**src/rtl/alsu_seg_display.sv**
```systemverilog
// ---------------------------------------------------------------------------
// alsu_seg_display
//
// Output stage for the 3-bit ALSU. The 6-bit ALSU result and its error
// indication are registered, the result is converted to two BCD digits by a
// sequential double-dabble FSM, and the digits are shown on a 4-digit,
// multiplexed, active-low 7-segment display. A sticky error latch replaces
// the number with "-Er-" until it is cleared.
//
// Ports
//   clk_i      single clock, rising edge
//   rst_i      asynchronous, active-high reset
//   result_i   ALSU result, unsigned 0..63
//   err_in_i   OR of the ALSU LEDs (invalid-operation indication)
//   err_clr_i  clears the error latch (ignored while an error is present)
//   an_o       anode enables, active-low, one-hot-low
//   seg_o      segments {g,f,e,d,c,b,a}, active-low
//   dp_o       decimal point, active-low, always off
//   busy_o     high while a conversion is in progress
//   done_o     one-cycle pulse when new BCD digits are loaded
// ---------------------------------------------------------------------------
module alsu_seg_display #(
  parameter int REFRESH_DIV = 100000
) (
  input  logic       clk_i,
  input  logic       rst_i,
  input  logic [5:0] result_i,
  input  logic       err_in_i,
  input  logic       err_clr_i,
  output logic [3:0] an_o,
  output logic [6:0] seg_o,
  output logic       dp_o,
  output logic       busy_o,
  output logic       done_o
);

  localparam int CNT_W = $clog2(REFRESH_DIV);
  localparam logic [CNT_W-1:0] CNT_LAST = CNT_W'(REFRESH_DIV - 1);

  localparam logic [6:0] GLYPH_BLANK = 7'b1111111;
  localparam logic [6:0] GLYPH_DASH  = 7'b0111111;
  localparam logic [6:0] GLYPH_E     = 7'b0000110;
  localparam logic [6:0] GLYPH_R     = 7'b0101111;

  typedef enum logic [1:0] {
    IDLE,
    CONV,
    LOAD
  } state_e;

  state_e state_q, state_d;

  logic [5:0] result_q;
  logic       errIn_q;
  logic       errLatch_q;

  logic [5:0] convVal_q, convVal_d;
  logic [5:0] shiftReg_q, shiftReg_d;
  logic [7:0] bcd_q, bcd_d;
  logic [2:0] step_q, step_d;
  logic [5:0] lastVal_q, lastVal_d;
  logic [3:0] ones_q, ones_d;
  logic [3:0] tens_q, tens_d;
  logic       done_q, done_d;

  logic [7:0]  adjusted;
  logic [13:0] shifted;

  logic [CNT_W-1:0] refreshCnt_q;
  logic [1:0]       digitIdx_q;
  logic [6:0]       glyph;
  logic [3:0]       an_q;
  logic [6:0]       seg_q;

  function automatic logic [6:0] digitGlyph(input logic [3:0] digit);
    logic [6:0] g;
    case (digit)
      4'd0:    g = 7'b1000000;
      4'd1:    g = 7'b1111001;
      4'd2:    g = 7'b0100100;
      4'd3:    g = 7'b0110000;
      4'd4:    g = 7'b0011001;
      4'd5:    g = 7'b0010010;
      4'd6:    g = 7'b0000010;
      4'd7:    g = 7'b1111000;
      4'd8:    g = 7'b0000000;
      4'd9:    g = 7'b0010000;
      default: g = GLYPH_BLANK;
    endcase
    return g;
  endfunction

  // Input stage: the ALSU outputs are captured every edge so the rest of the
  // block only ever sees registered values.
  always_ff @(posedge clk_i or posedge rst_i) begin
    if (rst_i) begin
      result_q <= '0;
      errIn_q  <= 1'b0;
    end else begin
      result_q <= result_i;
      errIn_q  <= err_in_i;
    end
  end

  // Sticky error latch. A pending error always beats a clear request, so a
  // clear only takes effect once the registered error indication is low.
  always_ff @(posedge clk_i or posedge rst_i) begin
    if (rst_i) begin
      errLatch_q <= 1'b0;
    end else if (errIn_q) begin
      errLatch_q <= 1'b1;
    end else if (err_clr_i) begin
      errLatch_q <= 1'b0;
    end
  end

  // Double-dabble conversion FSM. The converted value is kept separately
  // from the shift register because the shift register is emptied by the
  // time LOAD records which value is now on display.
  always_comb begin
    state_d    = state_q;
    convVal_d  = convVal_q;
    shiftReg_d = shiftReg_q;
    bcd_d      = bcd_q;
    step_d     = step_q;
    lastVal_d  = lastVal_q;
    ones_d     = ones_q;
    tens_d     = tens_q;
    done_d     = 1'b0;

    adjusted = bcd_q;
    if (bcd_q[3:0] >= 4'd5) begin
      adjusted[3:0] = bcd_q[3:0] + 4'd3;
    end
    if (bcd_q[7:4] >= 4'd5) begin
      adjusted[7:4] = bcd_q[7:4] + 4'd3;
    end
    shifted = {adjusted, shiftReg_q} << 1;

    case (state_q)
      IDLE: begin
        if (result_q != lastVal_q) begin
          state_d    = CONV;
          convVal_d  = result_q;
          shiftReg_d = result_q;
          bcd_d      = '0;
          step_d     = '0;
        end
      end
      CONV: begin
        bcd_d      = shifted[13:6];
        shiftReg_d = shifted[5:0];
        step_d     = step_q + 3'd1;
        if (step_q == 3'd5) begin
          state_d = LOAD;
        end
      end
      LOAD: begin
        ones_d    = bcd_q[3:0];
        tens_d    = bcd_q[7:4];
        lastVal_d = convVal_q;
        done_d    = 1'b1;
        state_d   = IDLE;
      end
      default: begin
        state_d = IDLE;
      end
    endcase
  end

  // FSM and conversion datapath registers.
  always_ff @(posedge clk_i or posedge rst_i) begin
    if (rst_i) begin
      state_q    <= IDLE;
      convVal_q  <= '0;
      shiftReg_q <= '0;
      bcd_q      <= '0;
      step_q     <= '0;
      lastVal_q  <= '0;
      ones_q     <= '0;
      tens_q     <= '0;
      done_q     <= 1'b0;
    end else begin
      state_q    <= state_d;
      convVal_q  <= convVal_d;
      shiftReg_q <= shiftReg_d;
      bcd_q      <= bcd_d;
      step_q     <= step_d;
      lastVal_q  <= lastVal_d;
      ones_q     <= ones_d;
      tens_q     <= tens_d;
      done_q     <= done_d;
    end
  end

  // Refresh timer: each digit stays lit for REFRESH_DIV cycles and the
  // two-bit index wraps 3->0 naturally with no gap cycle.
  always_ff @(posedge clk_i or posedge rst_i) begin
    if (rst_i) begin
      refreshCnt_q <= '0;
      digitIdx_q   <= '0;
    end else if (refreshCnt_q == CNT_LAST) begin
      refreshCnt_q <= '0;
      digitIdx_q   <= digitIdx_q + 2'd1;
    end else begin
      refreshCnt_q <= refreshCnt_q + CNT_W'(1);
    end
  end

  // Glyph for the digit position currently selected. In error mode the
  // display reads "-Er-" from the left; otherwise only the two low digits
  // show the number, with a leading zero suppressed in the tens position.
  always_comb begin
    glyph = GLYPH_BLANK;
    if (errLatch_q) begin
      case (digitIdx_q)
        2'd0:    glyph = GLYPH_DASH;
        2'd1:    glyph = GLYPH_R;
        2'd2:    glyph = GLYPH_E;
        default: glyph = GLYPH_DASH;
      endcase
    end else begin
      case (digitIdx_q)
        2'd0:    glyph = digitGlyph(ones_q);
        2'd1:    glyph = (tens_q == 4'd0) ? GLYPH_BLANK : digitGlyph(tens_q);
        default: glyph = GLYPH_BLANK;
      endcase
    end
  end

  // Display drivers are registered so anode and segment lines switch on
  // the same edge and never glitch between digits.
  always_ff @(posedge clk_i or posedge rst_i) begin
    if (rst_i) begin
      an_q  <= 4'b1111;
      seg_q <= GLYPH_BLANK;
    end else begin
      an_q  <= ~(4'b0001 << digitIdx_q);
      seg_q <= glyph;
    end
  end

  assign an_o   = an_q;
  assign seg_o  = seg_q;
  assign dp_o   = 1'b1;
  assign busy_o = (state_q != IDLE);
  assign done_o = done_q;

endmodule

```
**config.mk**
```make
export PLATFORM = sky130hd
export DESIGN_NAME = alsu_seg_display
export DESIGN_NICKNAME = d
export VERILOG_FILES = /design/src/rtl/alsu_seg_display.sv
export SDC_FILE = /design/constraint.sdc
export NUM_CORES = 1
export LEC_CHECK = 0
export CAP_MARGIN = 5
export CELL_PAD_IN_SITES_DETAIL_PLACEMENT = 1
export CELL_PAD_IN_SITES_GLOBAL_PLACEMENT = 1
export CORE_UTILIZATION = 47
export DETAILED_ROUTE_END_ITERATION = 10
export PLACE_DENSITY = 0.8
export SETUP_SLACK_MARGIN = 0.05
export SYNTH_ARGS = -nofsm -noshare
export SYNTH_HDL_FRONTEND = slang
export SYNTH_SLANG_ARGS = --single-unit
```
**constraint.sdc**
```tcl
create_clock -name clk_i -period 2.8 [get_ports clk_i]
set_input_delay 0.28 -clock clk_i [delete_from_list [all_inputs] [get_ports clk_i]]
set_output_delay 0.28 -clock clk_i [all_outputs]
set_load 0.05 [all_outputs]
```
Word-level counts from Yosys, hierarchy flattened
Memory sizes are Yosys's and may differ from the RTL's.
Cells that the tools add are included.
{"block": "word_totals", "rom_bits": 224, "output_inout_bits": 14, "word_cells": 64, "n_memories": 2, "reg_bits": 78, "input_bits": 10}
{"name": "(name not given)", "words": 16, "width": 7, "rd": 1, "rd_ports_with_merged_regs": 0, "wr": 0, "line": "77", "text": "case (digit)"}
{"name": "(name not given)", "words": 16, "width": 7, "rd": 1, "rd_ports_with_merged_regs": 0, "wr": 0, "line": "77"}
{"block": "classes", "reduce_logical": 9, "n_eq_ne": 9, "bitwise_logic": 1, "magnitude_cmp": 2, "n_mux": 19, "n_shift": 1, "addsub": 5}
{"operator": "one-hot mux 6 bit (2 select lines)", "count": 2}
{"operator": "adder 17 x 1 -> 17 bit, second input constant", "count": 1}
{"operator": "== test 17 bit, second input constant", "count": 1}
{"operator": "2-to-1 mux 17 bit", "count": 1}
{"operator": "one-hot mux 8 bit (2 select lines)", "count": 1}
{"operator": "2-to-1 mux 7 bit", "count": 2}
{"operator": "one-hot mux 7 bit (2 select lines)", "count": 1}
{"operator": "greater-or-equal comparator 4 x 3 -> 1 bit, second input constant", "count": 2}
{"operator": "2-to-1 mux 8 bit", "count": 1}
{"operator": "2-to-1 mux 3 bit", "count": 2}
{"operator": "2-to-1 mux 6 bit", "count": 1}
{"operator": "!= test 6 bit", "count": 1}
{"operator": "one-hot mux 3 bit (2 select lines)", "count": 1}
{"operator": "AND reduction 2 bit", "count": 3}
{"operator": "nonzero test 2 bit", "count": 3}
{"operator": "adder 4 x 2 -> 4 bit, second input constant", "count": 1}
{"operator": "== test 2 x 1 -> 1 bit, second input constant", "count": 2}
{"operator": "== test 2 bit, second input constant", "count": 2}
{"operator": "zero test 2 bit", "count": 2}
{"operator": "zero test 4 bit", "count": 1}
{"operator": "2-to-1 mux 2 bit", "count": 2}
{"operator": "2-to-1 mux 4 bit", "count": 1}
{"operator": "!= test 2 bit, second input constant", "count": 2}
{"operator": "inverter 4 bit", "count": 1}
{"operator": "other kinds (7)", "count": 9}

Depth between registers and ports, before layout
{"block": "depth", "word_depth": 4, "ltp_mapped": 6, "depth_no_buf": 6}

Least setup slack after synthesis
Ideal clock, no wire load.
{"block": "synth_timing", "kind": "register -> register", "start": "register result_q[1]", "end": "register convVal_q[3]", "setup_time_ns": 0.125, "slack_ns": 1.217, "path_stages_with_launch": 6, "required_ns": 2.675, "t_arrival_ns": 1.458, "path_cell_list": "dfrtp_1 xor2_1 or2_1 buf_2 o21ai_4 mux2_2"}
{"block": "synth_via", "elab_chain_len": 2}
{"item": "start: declaration", "line": "53", "text": "logic [5:0] result_q;"}
{"item": "start signal: assignment", "line": "100", "text": "result_q <= result_i;"}
{"item": "!= test 6 bit", "line": "142", "text": "if (result_q != lastVal_q) begin"}
{"item": "AND reduction 2 bit (no line)"}
{"item": "end signal: assignment", "line": "185", "text": "convVal_q <= convVal_d;"}
{"item": "end: declaration", "line": "57", "text": "logic [5:0] convVal_q, convVal_d;"}
No other way between the ends.
A chain may end at the register's enable or synchronous reset.

Worst setup path after layout
{"block": "layout_timing", "start": "register state_q[1]", "end": "output port busy_o"}
{"block": "layout_via", "elab_chain_len": 1}
{"item": "start: declaration", "line": "51", "text": "state_e state_q, state_d;"}
{"item": "start signal: assignment", "line": "184", "text": "state_q <= state_d;"}
{"item": "nonzero test 2 bit", "line": "246", "text": "assign busy_o = (state_q != IDLE);"}
{"item": "end: declaration", "line": "33", "text": "output logic busy_o,"}
No other way between the ends.

==> impl_metrics.py <==
metrics = {
    "status": {
        "outcome": "finished clean",
    },
    "cells_and_area": {
        "layout_common_cells": "dfrtp_1, ha_1, clkdlybuf4s50_1",
        "n_antenna_cell": 0,
        "multi_input_area_mm2": 0.00176,
        "fin_nets": 406,
        "register_area_mm2": 0.00197,
        "n_fill_cell": 886,
        "final_common_cell": "dfrtp_1",
        "area_growth_pct": 12.6,
        "final-instance-count-excl-fill": 481,
        "drive_gt1_share_pct": 13.7,
    },
    "sta": {
        "period_share_pct": 80.0,
        "tightest_slew_ns": 0.699,
        "whs_ns": 0.343,
        "finalWorstPathRequiredPeriod_ns": 2.24,
        "finalSetupViolations": 0,
        "slew_viol_final": 0,
        "final.setup.worst_slack_ns": 0.560,
        "finalHoldViolations": 0,
        "fin_setup_tns_ns": 0,
        "relSlewSlack_pct": 53.4,
        "fin_skew_ns": 0.0115,
        "max_freq_mhz": 446,
        "rsz0062_at_grt": "no",
    },
    "setup_path": {
        "cp_data_arrival_time_ns": 1.96,
        "worstPathCellList": "nor2_2 -> inv_1 -> clkdlybuf4s50_1",
        "critical_path_required_ns": 2.52,
        "critical_path_buf_inv_count": 2,
        "cp_top_family": "buffers and inverters",
        "path_class": "reg -> out",
        "cp-start-kind": "register",
        "reg2reg_depth": 4,
        "cp_slowest_stage_delay_ns": 0.79,
        "cp.depth": 3,
        "critPathMaxFanout": 17,
        "worstSetupEndpointType": "primary output",
        "slowest_stage": "clkdlybuf4s50_1",
    },
    "place": {
        "dp_cells": 465,
        "place_ws_ns": 0.948,
        "io_buffers": 22,
        "gp_congestion": 0.802,
        "dp_hpwl_um": 5240,
    },
    "synthesis": {
        "yosys_warnings": 0,
        "ys_seq_area_share_pct": 50.6,
        "syn_inst": 352,
        "ys_types": 47,
        "syn_nets": 384,
        "syn-cell-area_mm2": 0.00388,
        "syn_avg_cell_area_um2": 11.0,
        "yosys_register_bits": 78,
    },
    "die": {
        "ios": 24,
        "die_h_um": 92.9,
        "start_util_pct": 49.5,
        "core_area_mm2": 0.00785,
        "die_area_mm2": 0.00863,
        "std_cell_rows": 32,
        "die_w_um": 92.9,
    },
    "global_routing": {
        "antenna_found_initial": 0,
        "gr-total-overflow": 0,
        "grt_pass1_vias": 2692,
        "grt_pass1_wl_um": 13100,
        "grt_max_degree": 41,
        "grt_util_all_layers_pct": 19.6,
    },
    "clock_network": {
        "post_cts_resized": 0,
        "cts_made_buffers": 9,
        "clk_path_buf_depth": 2,
        "clockRootBuffer": "clkbuf_8",
        "ctsHoldBuffers": 0,
        "htree_levels": 3,
        "clk_pin_slew_worst_paths_ns": 0.08,
        "clock_sinks": 78,
        "post_cts_buffers": 0,
        "insertion_delay_ns": 0.34,
        "cts_tree": "built",
    },
    "detailed_routing": {
        "drc": 0,
        "wire_per_inst_um": 15.7,
        "drt_iter0_drc": 72,
        "viasPerCell": 5.51,
        "finalWirelength_um": 7570,
        "ant_nets": 0,
        "vias": 2652,
        "firstDrtPassIters": 4,
    },
    "job": {
        "max_cap_viol_count": 0,
    },
    "pwr": {
        "vdd_drop_max_mv": 0.424,
        "power.total_mw": 4.05,
        "pwr_density_cell_mw_per_mm2": 927,
        "leakage_nw": 1.88,
    },
    "hold_path": {
        "hp-class": "in -> async",
    },
}
## power breakdown
| group | internal, mW | total [mW] | leakage [nW] | switching [mW] |
|---|---|---|---|---|
| Clock | 0.405 | 0.814 | 0.0948 | 0.409 |
| Combinational | 0.666 | 1.45 | 0.832 | 0.785 |
| Sequential | 1.45 | 1.79 | 0.958 | 0.336 |
| Total | 2.52 | 4.05 | 1.88 | 1.53 |
## logic make-up after synthesis
family	count (synthesis)	synth area share [%]
and+or+nand+nor	100	14.0
DFF	78	50.6
AOI/OAI and AO/OA	67	12.1
buffers and inverters	37	4.19
xor gates and xnor gates	24	5.41
muxes	23	6.51
adders and majority gates	22	7.09
other	1	0.0965
## routing by layer
metal	global-route usage, %	wire [µm]	up-vias	share of wire, %
met5	0	0	-	0
met4	7.56	110	0	1.5
met3	3.04	146	9	1.9
met2	33.7	3860	33	51
met1	24.7	3450	1329	46
li1	-	-	1281	-
## stage by stage
stage                     instance area, µm²  util [%]
after floorplan                         3880         -
after global placement                  4180      53.3
after detailed placement                4180      53.3
after CTS                               4370      55.7
after global routing                    4370      55.7
final                                   4370      55.7
## path summary, 6_finish.rpt
path	startpoint	to	slack, ns
max in group asynchronous	rst_i	lastVal_q[3]$_DFFE_PP0P_	1.70
max	state_q[1]$_DFFE_PP0P_	busy_o	0.56
min in group clk_i	err_in_i	errIn_q$_DFF_PP0_	0.37
max reg2reg	lastVal_q[5]$_DFFE_PP0P_	convVal_q[3]$_DFFE_PP0P_	1.01
min reg2reg	errIn_q$_DFF_PP0_	errLatch_q$_DFFE_PP0P_	0.45
min	rst_i	refreshCnt_q[14]$_DFF_PP0_	0.34
## sequential cells by signal (all words and copies together) (netlist names), 2 cells and up
register,cells
tens_q,4
result_q,6
shiftReg_q,6
ones_q,4
digitIdx_q,2
refreshCnt_q,17
convVal_q,6
step_q,3
an_o,4
lastVal_q,6
state_q,2
bcd_q,8
seg_o,7
## cell usage after synthesis (all sizes together)
cell type   n  area [µm²]
nor2       21        81.3
and4        4        37.5
clkbuf      8        30.0
dfstp      11         289
and3        3        18.8
nand2b      7        43.8
nor3        7        45.0
nand4       8        56.3
buf         7        50.1
o311ai      1        8.76
inv        22        82.6
a21o        3        22.5
and4bb      1        12.5
a22oi       3        22.5
a32oi       9        78.8
xnor2      17         149
a21oi      13        65.1
xor2        7        61.3
o211ai      6        45.0
mux2i       5        50.1
nand3b      1        7.51
o31ai       1        7.51
nand2      20        75.1
nand3      15        75.1
or2         1        6.26
dfrtp      67        1680
conb        1        3.75
and2        1        6.26
nor4b       2        17.5
o221ai      4        35.0
a31oi       1        6.26
mux2       18         203
o21ai      16        91.3
and4b       1        10.0
nor2b       7        43.8
ha         22         275
nor3b       1        7.51
o2bb2ai     2        17.5
a22o        8        70.1
## area by class of cell
class | instances | share of cell area, %
tap | 102 | 2.92
clock buffer | 9 | 2.83
sequential | 78 | 45.0
timing repair buffer | 26 | 5.72
inverter | 22 | 1.92
multi-input combinational | 237 | 40.2
clock inverter | 7 | 1.49
(Power assumes the default switching activity.)
